==> config.mk <==
export PLATFORM = sky130hd
export DESIGN_NAME = rf_wb_arbiter
export DESIGN_NICKNAME = d
export VERILOG_FILES = /design/src/rtl/rf_wb_arbiter.sv
export SDC_FILE = /design/constraint.sdc
export NUM_CORES = 1
export LEC_CHECK = 0
export ABC_AREA = 1
export CAP_MARGIN = 20
export CORE_MARGIN = 3
export CORE_UTILIZATION = 49
export DETAILED_ROUTE_END_ITERATION = 10
export MAX_ROUTING_LAYER = met4
export PLACE_DENSITY = 0.84
export SLEW_MARGIN = 20
export SYNTH_ARGS = -nofsm -noshare
export SYNTH_HDL_FRONTEND = slang
export SYNTH_SLANG_ARGS = --single-unit
==> constraint.sdc <==
create_clock -name clk -period 5 [get_ports clk]
set_input_delay 1 -clock clk [delete_from_list [all_inputs] [get_ports clk]]
set_output_delay 1 -clock clk [all_outputs]
set_load 0.01 [all_outputs]
==> src/rtl/rf_wb_arbiter.sv <==
// Arbitrates the single regfile write port among the pipeline, load and mul/div writebacks; write lands 1 cycle after grant.
// Pipeline never backpressured; L/M wait on ready, with a registered stall_req raised after STARVE_LIMIT blocked cycles.
module rf_wb_arbiter #(
    parameter int STARVE_LIMIT = 4,
    parameter int DATA_W       = 32
) (
    input  logic              clk,
    input  logic              reset,
    input  logic              p_we,
    input  logic [4:0]        p_waddr,
    input  logic [DATA_W-1:0] p_wdata,
    output logic              stall_req,
    input  logic              l_valid,
    output logic              l_ready,
    input  logic [4:0]        l_waddr,
    input  logic [DATA_W-1:0] l_wdata,
    input  logic              m_valid,
    output logic              m_ready,
    input  logic [4:0]        m_waddr,
    input  logic [DATA_W-1:0] m_wdata,
    input  logic              sb_set,
    input  logic [4:0]        sb_addr,
    input  logic [4:0]        chk_addr1,
    input  logic [4:0]        chk_addr2,
    output logic              chk_busy1,
    output logic              chk_busy2,
    output logic              rf_we,
    output logic [4:0]        rf_waddr,
    output logic [DATA_W-1:0] rf_wdata
);

    typedef enum logic [1:0] {IDLE, CONTEND, STALL} state_t;

    localparam logic [3:0] LIMIT = 4'(STARVE_LIMIT);

    state_t      state, state_nxt;
    logic [3:0]  wait_cnt, wait_cnt_nxt;
    logic        rr;
    logic [31:1] busy;
    logic [31:0] busy_vec;
    logic        l_gnt, m_gnt, lm_gnt, any_valid, blocked;

    // Grants are masked during reset so no handshake completes while state is being cleared.
    always_comb begin
        l_gnt = 1'b0;
        m_gnt = 1'b0;
        if (!reset && !p_we) begin
            if (l_valid && m_valid) begin
                l_gnt = !rr;
                m_gnt = rr;
            end else begin
                l_gnt = l_valid;
                m_gnt = m_valid;
            end
        end
    end

    assign l_ready   = l_gnt;
    assign m_ready   = m_gnt;
    assign lm_gnt    = l_gnt | m_gnt;
    assign any_valid = l_valid | m_valid;
    assign blocked   = any_valid & p_we;

    always_ff @(posedge clk or posedge reset) begin
        if (reset) begin
            rf_we    <= 1'b0;
            rf_waddr <= '0;
            rf_wdata <= '0;
        end else if (p_we) begin
            rf_we    <= (p_waddr != 5'd0);
            rf_waddr <= p_waddr;
            rf_wdata <= p_wdata;
        end else if (l_gnt) begin
            rf_we    <= (l_waddr != 5'd0);
            rf_waddr <= l_waddr;
            rf_wdata <= l_wdata;
        end else if (m_gnt) begin
            rf_we    <= (m_waddr != 5'd0);
            rf_waddr <= m_waddr;
            rf_wdata <= m_wdata;
        end else begin
            rf_we    <= 1'b0;
        end
    end

    always_ff @(posedge clk or posedge reset) begin
        if (reset) begin
            rr <= 1'b0;
        end else if (l_gnt) begin
            rr <= 1'b1;
        end else if (m_gnt) begin
            rr <= 1'b0;
        end
    end

    always_comb begin
        state_nxt    = state;
        wait_cnt_nxt = wait_cnt;
        case (state)
            IDLE: begin
                if (blocked) begin
                    wait_cnt_nxt = 4'd1;
                    state_nxt    = (LIMIT == 4'd1) ? STALL : CONTEND;
                end
            end
            CONTEND: begin
                if (lm_gnt || !any_valid) begin
                    state_nxt    = IDLE;
                    wait_cnt_nxt = 4'd0;
                end else if (blocked) begin
                    wait_cnt_nxt = wait_cnt + 4'd1;
                    if (wait_cnt + 4'd1 == LIMIT) begin
                        state_nxt = STALL;
                    end
                end
            end
            STALL: begin
                // A p_we during STALL just keeps us here; P still owns the port.
                if (lm_gnt || !any_valid) begin
                    state_nxt    = IDLE;
                    wait_cnt_nxt = 4'd0;
                end
            end
            default: begin
                state_nxt    = IDLE;
                wait_cnt_nxt = 4'd0;
            end
        endcase
    end

    always_ff @(posedge clk or posedge reset) begin
        if (reset) begin
            state     <= IDLE;
            wait_cnt  <= 4'd0;
            stall_req <= 1'b0;
        end else begin
            state     <= state_nxt;
            wait_cnt  <= wait_cnt_nxt;
            stall_req <= (state_nxt == STALL);
        end
    end

    // Set beats clear so a re-issued long-latency op on the same register stays tracked.
    always_ff @(posedge clk or posedge reset) begin
        if (reset) begin
            busy <= '0;
        end else begin
            for (int i = 1; i < 32; i++) begin
                if (sb_set && sb_addr == 5'(i)) begin
                    busy[i] <= 1'b1;
                end else if ((l_gnt && l_waddr == 5'(i)) || (m_gnt && m_waddr == 5'(i))) begin
                    busy[i] <= 1'b0;
                end
            end
        end
    end

    assign busy_vec  = {busy, 1'b0};
    assign chk_busy1 = busy_vec[chk_addr1];
    assign chk_busy2 = busy_vec[chk_addr2];

endmodule

After elaboration in Yosys (flattened, before gate mapping)
Cells that the tools add are included.
{ "totals": {"inputBits": 132, "register_bits": 77} }
{ "classes": {"muxes": 92, "n_addsub": 1, "eq_ne": 100, "magnitude_cmp": 2, "n_bitwise": 3, "n_reduce_logical": 169} }
{ "op_table": {"columns": ["cell", "n"], "rows": [
  ["== test 5 bit (second input constant)", 48],
  ["== test 5 x 4 -> 1 bit (second input constant)", 24],
  ["2-to-1 mux 32 bit", 3],
  ["logical AND 1 bit", 95],
  ["2-to-1 mux 1 bit", 73],
  ["nonzero test 2 bit", 32],
  ["== test 5 x 3 -> 1 bit (second input constant)", 12],
  ["logical OR 1 bit", 32],
  ["== test 5 x 2 -> 1 bit (second input constant)", 6],
  ["2-to-1 mux 4 bit", 4],
  ["== test 5 x 1 -> 1 bit (second input constant)", 3],
  ["2-to-1 mux 5 bit", 3],
  ["nonzero test 5 bit", 3],
  ["less-than comparator 5 x 6 -> 1 bit (second input constant)", 2],
  ["case mux 4 bit (3 select lines)", 1],
  ["binary-select mux 1 bit (select 5 bit)", 2],
  ["2-to-1 mux 2 bit", 5],
  ["case mux 2 bit (3 select lines)", 1],
  ["adder 4 x 1 -> 4 bit (second input constant)", 1],
  ["== test 2 bit (second input constant)", 2],
  ["== test 4 x 3 -> 1 bit (second input constant)", 1],
  ["logical NOT 1 bit", 4],
  ["inequality test 2 bit (second input constant)", 2],
  ["inequality test 3 bit (second input constant)", 1],
  ["6 further kinds", 7]
]} }

Depth between registers and ports, before layout
{ "logic_depth": {"word_depth": 8, "ltp_mapped": 11, "mapped_depth_nobuf": 9} }

Worst setup path after synthesis
Ideal clock, no wire load.
{ "synth_path": {"path_kind": "input port to output port", "from": "input port chk_addr1[0]", "to": "output port chk_busy1", "arrival_time_ns": 1.902, "slack_ns": 2.098, "cell_stages": 10, "path_cell_list": "buf_2 -> clkbuf_1 -> nand2_1 -> nand3_1 -> nand3_1 -> nand2_1 -> nand2_1 -> nand2_1 -> nand2_1 -> nand2_1"} }
{ "synth_via": {"elab_chain_len": 2} }
{ "synth_lines": {"columns": ["element", "line", "rtl"], "rows": [
  ["start: declaration", "23", "input logic [4:0] chk_addr1,"],
  ["binary-select mux 1 bit (select 5 bit)", "159", "assign chk_busy1 = busy_vec[chk_addr1];"],
  ["2-to-1 mux 1 bit (implied by the code)", "159", null],
  ["end: declaration", "25", "output logic chk_busy1,"]
]} }
Every way passes these cells. The select of a mux whose other input is x is not followed.

Worst setup path after layout
{ "layout_path": {"from": "input port chk_addr2[0]", "to": "output port chk_busy2"} }
{ "layout_via": {"elab_chain_len": 2} }
{ "layout_lines": {"columns": ["element", "line", "rtl"], "rows": [
  ["start: declaration", "24", "input logic [4:0] chk_addr2,"],
  ["binary-select mux 1 bit (select 5 bit)", "160", "assign chk_busy2 = busy_vec[chk_addr2];"],
  ["2-to-1 mux 1 bit (implied by the code)", "160", null],
  ["end: declaration", "26", "output logic chk_busy2,"]
]} }
Every way passes these cells. The select of a mux whose other input is x is not followed.

==> impl_metrics.sql <==
INSERT INTO impl_metrics (metric_group, metric, value, unit) VALUES
('run_status', 'run_status', 'completed', ''),
('clock_tree', 'clock_tree.root_cell', 'sky130_fd_sc_hd__clkbuf_8', ''),
('worst_hold_path', 'hold_path_depth', '2', ''),
('worst_setup_path', 'cp-end-kind', 'primary output', ''),
('synth', 'synth_enable_flop_cells', '0', ''),
('cells_and_area', 'number_of_diodes', '0', ''),
('drt', 'wire_length_per_cell', '17.1', 'um'),
('worst_setup_path', 'timing.critical_path.mode_cell', 'sky130_fd_sc_hd__nand2_1', ''),
('die', 'die_h', '107', 'um'),
('power', 'ir_drop', '0.157', 'mV'),
('timing', 'rel_slew_slack', '0.437', ''),
('timing', 'rsz0062_at_grt', 'false', ''),
('timing', 'timing.final.max_slew_violations', '0', ''),
('global_route', 'met2_use_gr', '0.568', ''),
('placed_design', 'gp_congestion', '1.04', ''),
('synth', 'syn_area', '4960', 'um2'),
('timing', 'achievable-frequency', '249', 'MHz'),
('clock_tree', 'cts_made_buffers', '9', ''),
('worst_setup_path', 'critical_path.top_delay_family', 'buffers and inverters', ''),
('synth', 'seq_area_frac_synth', '0.388', ''),
('drt', 'post-route-drc-count', '0', ''),
('drt', 'detail_route.wirelength', '18400', 'um'),
('die', 'design.core.area', '9820', 'um2'),
('synth', 'syn_avg_cell_area', '6.39', 'um2'),
('worst_setup_path', 'critPathBufInv', '4', ''),
('clock_tree', 'clk_latency', '0.36', 'ns'),
('die', 'die-area', '11400', 'um2'),
('placed_design', 'place_hpwl', '14000', 'um'),
('timing', 'post-route-min-period', '4.02', 'ns'),
('worst_setup_path', 'slowest_stage', 'sky130_fd_sc_hd__clkdlybuf4s50_1', ''),
('global_route', 'globalRoute.busiestLayer', 'met2', ''),
('synth', 'synth_warnings', '0', ''),
('worst_setup_path', 'critical_path.max_fanout', '17', ''),
('worst_setup_path', 'worst-setup-path-type', 'input port to primary output', ''),
('global_route', 'grt_pass1_wl', '29500', 'um'),
('timing', 'report.final.hold_viol_count', '0', ''),
('drt', 'routed_via_density', '5.62', ''),
('worst_setup_path', 'critPathMaxStageDelay', '0.53', 'ns'),
('global_route', 'grt_antenna_before_repair', '0', ''),
('timing', 'clock_skew', '0.00550', 'ns'),
('clock_tree', 'cts_max_path_buffers', '2', ''),
('clock_tree', 'clkSinkCount', '77', ''),
('worst_setup_path', 'reg2regPathDepth', '7', ''),
('clock_tree', 'tritoncts', 'yes', ''),
('cells_and_area', 'fillers', '815', ''),
('global_route', 'grtUsageTotal', '0.340', ''),
('synth', 'ys_seq_elements', '77', ''),
('timing', 'final.period_utilization', '0.804', ''),
('synth', 'synth-async-reset-ratio', '1.00', ''),
('clock_tree', 'postCtsResizedCells', '0', ''),
('clock_tree', 'cts.reportedPaths.clkPinSlew', '0.08', 'ns'),
('synth', 'synth_top_flop_cell', 'sky130_fd_sc_hd__dfrtp_1', ''),
('drt', 'route.vias.total', '6025', ''),
('clock_tree', 'post_cts.repair.setup_buffers', '0', ''),
('worst_setup_path', 'worstSetupStartpointType', 'input port', ''),
('clock_tree', 'cts_hold_repair_buffers', '0', ''),
('cells_and_area', 'design.final.nets', '1070', ''),
('global_route', 'grt_pass1_vias', '5978', ''),
('timing', 'setup_tns', '0', 'ns'),
('timing', 'final_hold_slack', '0.498', 'ns'),
('global_route', 'grt_start_max_net_pins', '44', ''),
('cells_and_area', 'area.growth.synth_to_final', '40.7', '%'),
('cells_and_area', 'drive_gt1_frac', '0.0447', ''),
('global_route', 'groute.layer.met1.usage', '0.403', ''),
('worst_setup_path', 'critical_path_arrival', '3.02', 'ns'),
('synth', 'synthesis.nets', '910', ''),
('power', 'p_leak', '3.14', 'nW'),
('worst_hold_path', 'worstHoldPathType', 'flop to flop', ''),
('clock_tree', 'cts.htree.levels', '3', ''),
('die', 'top_level_ports', '175', ''),
('placed_design', 'port_buffers', '174', '');
[registers in the layout, indices dropped and copies added, names as in the netlist]
register / cells
rf_wdata: 32
busy: 31
rf_waddr: 5
wait_cnt: 4
state: 2
rf_we: 1
rr: 1
stall_req: 1
[worst reg2reg max path, stage by stage, from the launching register on]
cell                      delay [ns]
sky130_fd_sc_hd__dfrtp_1        0.39
sky130_fd_sc_hd__nand2_1        0.12
sky130_fd_sc_hd__nand3_4        0.09
sky130_fd_sc_hd__buf_4          0.29
sky130_fd_sc_hd__nor2_2         0.62
sky130_fd_sc_hd__inv_1          0.21
sky130_fd_sc_hd__nor3_1         0.21
sky130_fd_sc_hd__o21ai_0        0.12
[power by group]
| part | switching, mW | internal (mW) |
|---|---|---|
| Clock | 0.239 | 0.269 |
| Combinational | 0.291 | 0.277 |
| Sequential | 0.116 | 0.731 |
[stage by stage]
step	worst slack (ns)	std cells	power, mW	instance area [um2]	util
3_5_place_dp	1.02	1057	1.41	6770	0.689
6_report	0.981	1073	1.92	6980	0.711
4_1_cts	1.01	1072	1.91	6980	0.710
3_3_place_gp	1.08	1057	1.40	6770	0.689
2_1_floorplan	2.03	776	1.10	4960	-
5_1_grt	0.795	1073	2.02	6980	0.711
[cell families after synthesis]
group                    synth area share
XOR/XNOR                          0.00353
buffers and inverters              0.0630
adder cells (fa/ha/maj)           0.00504
AO/OA/AOI/OAI                      0.0996
AND/OR/NAND/NOR                     0.440
flip-flops                          0.388
[synth_stat cells (all sizes together) (2+ instances only)]
cell / number / area, um2
or2: 6 / 37.5
dfrtp: 77 / 1930
clkbuf: 13 / 48.8
xor2: 2 / 17.5
buf: 18 / 91.3
ha: 2 / 25.0
nor2: 94 / 380
nor4: 2 / 12.5
o21ai: 66 / 330
nor3: 4 / 25.0
nand2: 330 / 1240
inv: 46 / 173
a21oi: 3 / 15.0
o211ai: 18 / 135
nand3: 91 / 473
[cell usage in the layout (no fill, tap or decap)]
cell type	synthesis	final
sky130_fd_sc_hd__nand3_4	1	1
sky130_fd_sc_hd__a21oi_1	3	3
sky130_fd_sc_hd__dfrtp_1	77	77
sky130_fd_sc_hd__clkdlybuf4s50_1	0	174
sky130_fd_sc_hd__o22ai_1	1	1
sky130_fd_sc_hd__o211ai_1	18	18
sky130_fd_sc_hd__nand3_2	1	1
sky130_fd_sc_hd__nand2_2	2	2
sky130_fd_sc_hd__clkbuf_8	0	12
sky130_fd_sc_hd__buf_4	1	6
sky130_fd_sc_hd__nor2_1	89	89
sky130_fd_sc_hd__ha_1	2	2
sky130_fd_sc_hd__inv_2	4	5
sky130_fd_sc_hd__o21ai_0	55	55
sky130_fd_sc_hd__o31ai_1	1	1
sky130_fd_sc_hd__nor4_1	2	2
sky130_fd_sc_hd__clkinv_2	0	1
sky130_fd_sc_hd__nand3_1	89	89
sky130_fd_sc_hd__nor2_4	3	3
sky130_fd_sc_hd__o21ai_1	11	11
sky130_fd_sc_hd__nor2_2	2	2
sky130_fd_sc_hd__nand2_1	328	328
sky130_fd_sc_hd__nand3b_1	1	1
sky130_fd_sc_hd__nand4_1	1	1
sky130_fd_sc_hd__bufinv_16	0	1
sky130_fd_sc_hd__nor3_1	3	3
sky130_fd_sc_hd__xor2_1	2	2
sky130_fd_sc_hd__nor3_2	1	1
sky130_fd_sc_hd__inv_1	42	41
sky130_fd_sc_hd__clkinv_4	0	1
sky130_fd_sc_hd__or2_2	6	6
[worst paths after layout]
kind	start	to	slack (ns)
worst min-delay path	rf_wdata[23]$_DFFE_PP0P_	rf_wdata[23]$_DFFE_PP0P_	0.50
min in group asynchronous	reset	rf_wdata[20]$_DFFE_PP0P_	1.21
max in group asynchronous	reset	busy[14]$_DFFE_PP0P_	2.75
worst max-delay path	chk_addr2[0]	chk_busy2	0.98
worst min register to register	rf_wdata[23]$_DFFE_PP0P_	rf_wdata[23]$_DFFE_PP0P_	0.50
worst max register to register	rr$_DFFE_PP0P_	busy[27]$_DFFE_PP0P_	2.84
[area by class of cell]
class	instances	area (um2)	share of cell area
clock buffer	12	165	0.0236
clock inverter	3	43.8	0.00627
inverter	46	173	0.0247
multi-input combinational	622	2720	0.390
sequential	77	1930	0.276
tap	133	166	0.0238
timing repair buffer	180	1790	0.256
[layer usage]
| metal | wire length [um] | share of wire | vias to the layer above |
|---|---|---|---|
| li1 | - | - | 2803 |
| met1 | 7050 | 0.38 | 2780 |
| met2 | 8970 | 0.49 | 375 |
| met3 | 1700 | 0.092 | 67 |
| met4 | 686 | 0.037 | 0 |
| met5 | 0 | 0 | - |
Note: power is estimated with default switching activity, not from simulation.
